File: src/rtl/slice_pkg.sv
// Shared definitions for the slice store responder.
//   SLICE_W : width of one slice (one bit per lane of the 5x5 state)
//   DEPTH   : number of slices (lines) held in the store
//   IDX_W   : line index width, DEPTH == 2**IDX_W
//   state_e : responder state encoding
package slice_pkg;

  localparam int unsigned SLICE_W = 25;
  localparam int unsigned DEPTH   = 64;
  localparam int unsigned IDX_W   = 6;

  typedef logic [SLICE_W-1:0] slice_t;
  typedef logic [IDX_W-1:0]   idx_t;

  typedef enum logic [1:0] {
    StIdle  = 2'b00,
    StLoad  = 2'b01,
    StServe = 2'b10,
    StDump  = 2'b11
  } state_e;

  localparam idx_t LastIdx = idx_t'(DEPTH - 1);

endpackage

File: src/rtl/slice_ram.sv
// DEPTH x SLICE_W slice storage.
// Ports:
//   clk, rst        : clock, synchronous active-high reset (read register only)
//   we/waddr/wdata  : single synchronous write port
//   re/raddr/rdata  : registered read port, rdata holds until the next re
//   caddr/cdata     : combinational read port
// Contents are not reset. A read and write to the same address in one cycle
// returns the old contents.
module slice_ram
  import slice_pkg::*;
(
  input  logic               clk,
  input  logic               rst,
  input  logic               we,
  input  logic [IDX_W-1:0]   waddr,
  input  logic [SLICE_W-1:0] wdata,
  input  logic               re,
  input  logic [IDX_W-1:0]   raddr,
  output logic [SLICE_W-1:0] rdata,
  input  logic [IDX_W-1:0]   caddr,
  output logic [SLICE_W-1:0] cdata
);

  logic [SLICE_W-1:0] mem [DEPTH];

  always_ff @(posedge clk) begin
    if (we) begin
      mem[waddr] <= wdata;
    end
  end

  always_ff @(posedge clk) begin
    if (rst) begin
      rdata <= '0;
    end else if (re) begin
      rdata <= mem[raddr];
    end
  end

  assign cdata = mem[caddr];

endmodule

File: src/rtl/slice_store_responder.sv
// Responder for the permute controller's file/line interface. Loads DEPTH
// slices from an input stream, serves/accepts slices by line_index during the
// round, and streams the store back out on finish.
// Ports:
//   clk, rst                       : clock, synchronous active-high reset
//   load_req, in_valid, in_data    : load request and input stream
//   in_ready, load_done            : input handshake, load completion pulse
//   line_index, rd_req, rd_slice   : slice address, read strobe, registered data
//   wr_en, wr_slice                : slice write strobe and data
//   dump_req, out_valid, out_data  : dump request and output stream
//   out_ready, dump_done           : output handshake, dump completion pulse
//   busy                           : high while loading or dumping
module slice_store_responder
  import slice_pkg::*;
(
  input  logic               clk,
  input  logic               rst,
  input  logic               load_req,
  input  logic               in_valid,
  input  logic [SLICE_W-1:0] in_data,
  output logic               in_ready,
  output logic               load_done,
  input  logic [IDX_W-1:0]   line_index,
  input  logic               rd_req,
  output logic [SLICE_W-1:0] rd_slice,
  input  logic               wr_en,
  input  logic [SLICE_W-1:0] wr_slice,
  input  logic               dump_req,
  output logic               out_valid,
  output logic [SLICE_W-1:0] out_data,
  input  logic               out_ready,
  output logic               dump_done,
  output logic               busy
);

  state_e state;
  idx_t   ptr;

  logic   ram_we;
  idx_t   ram_waddr;
  slice_t ram_wdata;
  logic   ram_re;

  // Single write port: the load stream and controller writes never overlap
  // because each is only honoured in its own state.
  always_comb begin
    ram_we    = 1'b0;
    ram_waddr = ptr;
    ram_wdata = in_data;
    if (state == StLoad && in_valid) begin
      ram_we = 1'b1;
    end else if (state == StServe && wr_en) begin
      ram_we    = 1'b1;
      ram_waddr = line_index;
      ram_wdata = wr_slice;
    end
  end

  assign ram_re = (state == StServe) && rd_req;

  slice_ram u_ram (
    .clk   (clk),
    .rst   (rst),
    .we    (ram_we),
    .waddr (ram_waddr),
    .wdata (ram_wdata),
    .re    (ram_re),
    .raddr (line_index),
    .rdata (rd_slice),
    .caddr (ptr),
    .cdata (out_data)
  );

  always_ff @(posedge clk) begin
    if (rst) begin
      state     <= StIdle;
      ptr       <= '0;
      load_done <= 1'b0;
      dump_done <= 1'b0;
    end else begin
      load_done <= 1'b0;
      dump_done <= 1'b0;
      unique case (state)
        StIdle, StServe: begin
          // load_req takes priority over dump_req
          if (load_req) begin
            state <= StLoad;
            ptr   <= '0;
          end else if (dump_req) begin
            state <= StDump;
            ptr   <= '0;
          end
        end
        StLoad: begin
          if (in_valid) begin
            ptr <= ptr + 1'b1;
            if (ptr == LastIdx) begin
              load_done <= 1'b1;
              state     <= StServe;
            end
          end
        end
        StDump: begin
          if (out_ready) begin
            ptr <= ptr + 1'b1;
            if (ptr == LastIdx) begin
              dump_done <= 1'b1;
              state     <= StIdle;
            end
          end
        end
        default: state <= StIdle;
      endcase
    end
  end

  assign in_ready  = (state == StLoad);
  assign out_valid = (state == StDump);
  assign busy      = (state == StLoad) || (state == StDump);

endmodule

File: config.mk
export PLATFORM = sky130hd
export DESIGN_NAME = slice_store_responder
export DESIGN_NICKNAME = d
export VERILOG_FILES = /design/src/rtl/slice_pkg.sv /design/src/rtl/slice_ram.sv /design/src/rtl/slice_store_responder.sv
export SDC_FILE = /design/constraint.sdc
export NUM_CORES = 2
export LEC_CHECK = 0
export CAP_MARGIN = 5
export CORE_ASPECT_RATIO = 1.25
export CORE_MARGIN = 5
export CORE_UTILIZATION = 44
export CTS_CLUSTER_DIAMETER = 150
export DETAILED_ROUTE_END_ITERATION = 8
export DONT_BUFFER_PORTS = 1
export PLACE_DENSITY_LB_ADDON = 0.1
export SYNTH_ARGS = -nofsm -noshare
export SYNTH_HDL_FRONTEND = slang
export SYNTH_SLANG_ARGS = --single-unit
File: constraint.sdc
create_clock -name clk -period 3.8 [get_ports clk]
set_input_delay 0.57 -clock clk [delete_from_list [all_inputs] [get_ports clk]]
set_output_delay 0.57 -clock clk [all_outputs]
set_load 0.02 [all_outputs]
==> out/qor.txt <==
Outcome - finished with violations
Failing checks - slew limit, setup timing
Setup TNS - -328 ps
Post-route DRC - 0
CP arrival - 3300 ps
Yosys cell types - 45
Starting DRC count in detailed routing - 5,324
Worst Setup Start Kind - flop
Die Footprint - 178,000 um^2
Root buf cell - clkbuf_16
Dpl ws - 261 ps
Drt pass-1 iters - 5
DRT Wirelength - 254,000 um
Critical Path End - out_data[15]
Maxcap violations - 0
Synth Warn # - 0
Synth area leader - edfxtp_1
Post-synth ARST share - 0%
CTS HTree Levels - 4
Tightest Hold Check Type - in -> reg
Final Setup Violations - 9
Req. time, crit path - 3230 ps
Clk Latency, worst-skew pair - 820 ps
Clk buf depth - 3
Crit path time final - 3870 ps
Layout cells sized above 1 - 37.0%
Gp weighted congestion - 0.841
PD cells - 455 nW/um^2
Layout Nets - 4,205
Crit path kind - reg -> out
IO Count - 119
P_leak - 27.3 nW
First-pass GRT wire length - 351,000 um
Cell Area, Synth - 74,700 um^2
Yosys reg bits - 1,641
RSZ-0062 raised after global routing - true
Worst vdd ir - 417 uV
Syn_nets - 3,971
Final worst slack - -68.9 ps
Final Hold Fails - 0
Number of antenna violations at the first check in global routing - 14
Crit end category - primary output
PortBufs - 0
Fmax - 258 MHz
R2R depth - 7
TritonCTS buffer count - 166
Post-DP HPWL - 152,000 um
Sequential area share after synthesis - 65.4%
Wire length per cell - 39.1 um
Max-slew violations - 247
ANT nets after route - 0
Final period util - 102%
GRT Residual Overflow - 0
Synth Instances - 3,906
Die height - 471 um
Initial Util - 44.1%
Syn avg cell area - 19.1 um^2
Most common cell after layout, fill and taps aside - edfxtp_1
Synth Flop Type - edfxtp_1
Total number of vias - 43,500
Slew at the pin closest to its max-slew limit - 2220 ps
Cell Count, Final, Fillers Out - 6,496
Synth-to-layout area growth - 17.3%
Worst-path clk slew - 60 ps
Vias in the first global route - 44,400
Worst r2r src - state[1]$_SDFFE_PP0P_
Share of the synthesized area in the top cell type - 64.3%
Core area - 169,000 um^2
Worst reg2reg setup slack - 610 ps
Clock Sinks - 1,641
DR vias/cell - 6.70
Gr usage total - 28.4%
Rows - 169
Worst slew margin - -47.8%
Worst clock skew - 33.9 ps
RR Endpoint - u_ram.mem[3][17]$_DFFE_PP_
Max FO, Critical Path - 13
Commonest non-fill, non-tap cells in the layout - 1,600 x edfxtp_1, 700 x mux4_2, 263 x mux2i_1
Post-synth EDFFs - 1,600
CTS tree - built
Die X - 379 um
Synth top area cells - edfxtp_1 64%, mux4_2 21%, mux2i_1 3.7%, a22oi_1 3.0%, dfxtp_1 1.1%
Pin count of the biggest net entering global routing - 506
Placed Cells - 6,103
## synthesized netlist by cell type, drive strengths merged, types with 4 or more instances
cell,count
edfxtp,1600
mux4,700
a22oi,295
mux2i,279
nand2,202
clkbuf,178
buf,135
nor2,76
nand3,72
o22ai,53
dfxtp,41
a22o,38
or3,30
a21oi,29
a31oi,26
a221oi,25
o211ai,25
nor2b,14
a211oi,13
o41ai,13
o21ai,9
and2,6
nor3,6
and3,5
inv,5
nand3b,4
o21a,4
## flip-flops by register name, summed over array words and instances (netlist names), named ones only
signal and count:
state 2, u_ram.rdata 25, load_done 1, ptr 6, u_ram.mem 1600, dump_done 1
## worst min-delay path by stage
stage	cells after the start	endpoint	from
6_report	3	dump_done$_SDFF_PP0_	out_ready
5_1_grt	3	dump_done$_SDFF_PP0_	out_ready
4_1_cts	3	dump_done$_SDFF_PP0_	out_ready
3_5_place_dp	2	flop	ptr[1]$_SDFFE_PP0P_
2_1_floorplan	2	flop	ptr[1]$_SDFFE_PP0P_
3_3_place_gp	2	flop	ptr[1]$_SDFFE_PP0P_
## final cells by class
cell class              instances  area, um^2
diodes                          7        17.5
clock buffers                 208        4490
clock inverters                86         877
fillers                     13400       81700
inverters                       5        18.8
multi-input cells            1947       26100
flip-flops and latches       1641       48900
well taps                    2223        2780
repair buffers                379        4510
## critical path, stage by stage, from the launching register on
cell and delay (ps):
dfxtp_4 370, buf_12 150, buf_16 170, buf_16 180
buf_12 150, mux4_2 500, a22oi_1 240, nand2_1 190
a22oi_2 220, nand2_1 90, buf_4 190
## cell families (layout without fill, tap and decap cells)
| kind of cell | Yosys count | count (layout) | share of synthesized area, % |
|---|---|---|---|
| xor+xnor | 4 | 4 | 0.0469 |
| buf+inv | 318 | 678 | 1.89 |
| mux | 979 | 979 | 24.8 |
| compound gates | 537 | 537 | 5.27 |
| fa+ha+maj | 1 | 1 | 0.0167 |
| other cells | 0 | 7 | 0 |
| flops | 1641 | 1641 | 65.4 |
| simple gates | 426 | 426 | 2.53 |
## what timing repair did
item,4_1_cts,5_1_grt
gates resized for setup,188,66
pin swaps,47,36
hold buffers,5,0
hold endpoints to repair,4,0
cloned,15,2
setup endpoints to repair,25,25
buffers inserted,49,26
## report_power, final
group          total (W)  internal (W)  switching, W
sequential        0.0200        0.0200     0.0000463
clock             0.0165       0.00950       0.00703
combinational    0.00335       0.00166       0.00169
total             0.0399        0.0311       0.00877
## metrics by stage
step	area [um^2]	hold WS [ps]	total power, W	utilization (%)
detailed placement	79800	553	0.0232	47.1
global placement	79800	563	0.0232	47.1
finish	87600	118	0.0399	51.7
CTS	87100	48.3	0.0400	51.4
global route	87600	109	0.0410	51.7
floorplan	74700	505	0.0224	-
## per-layer routing
layer	part of all wire [%]	wire, um	GRT usage [%]
met3	9.2	23300	6.36
met5	0.0051	13	0
met2	48	123000	46.1
met4	2.7	6870	7.32
met1	40	101000	39.2
(Power assumes the default switching activity.)
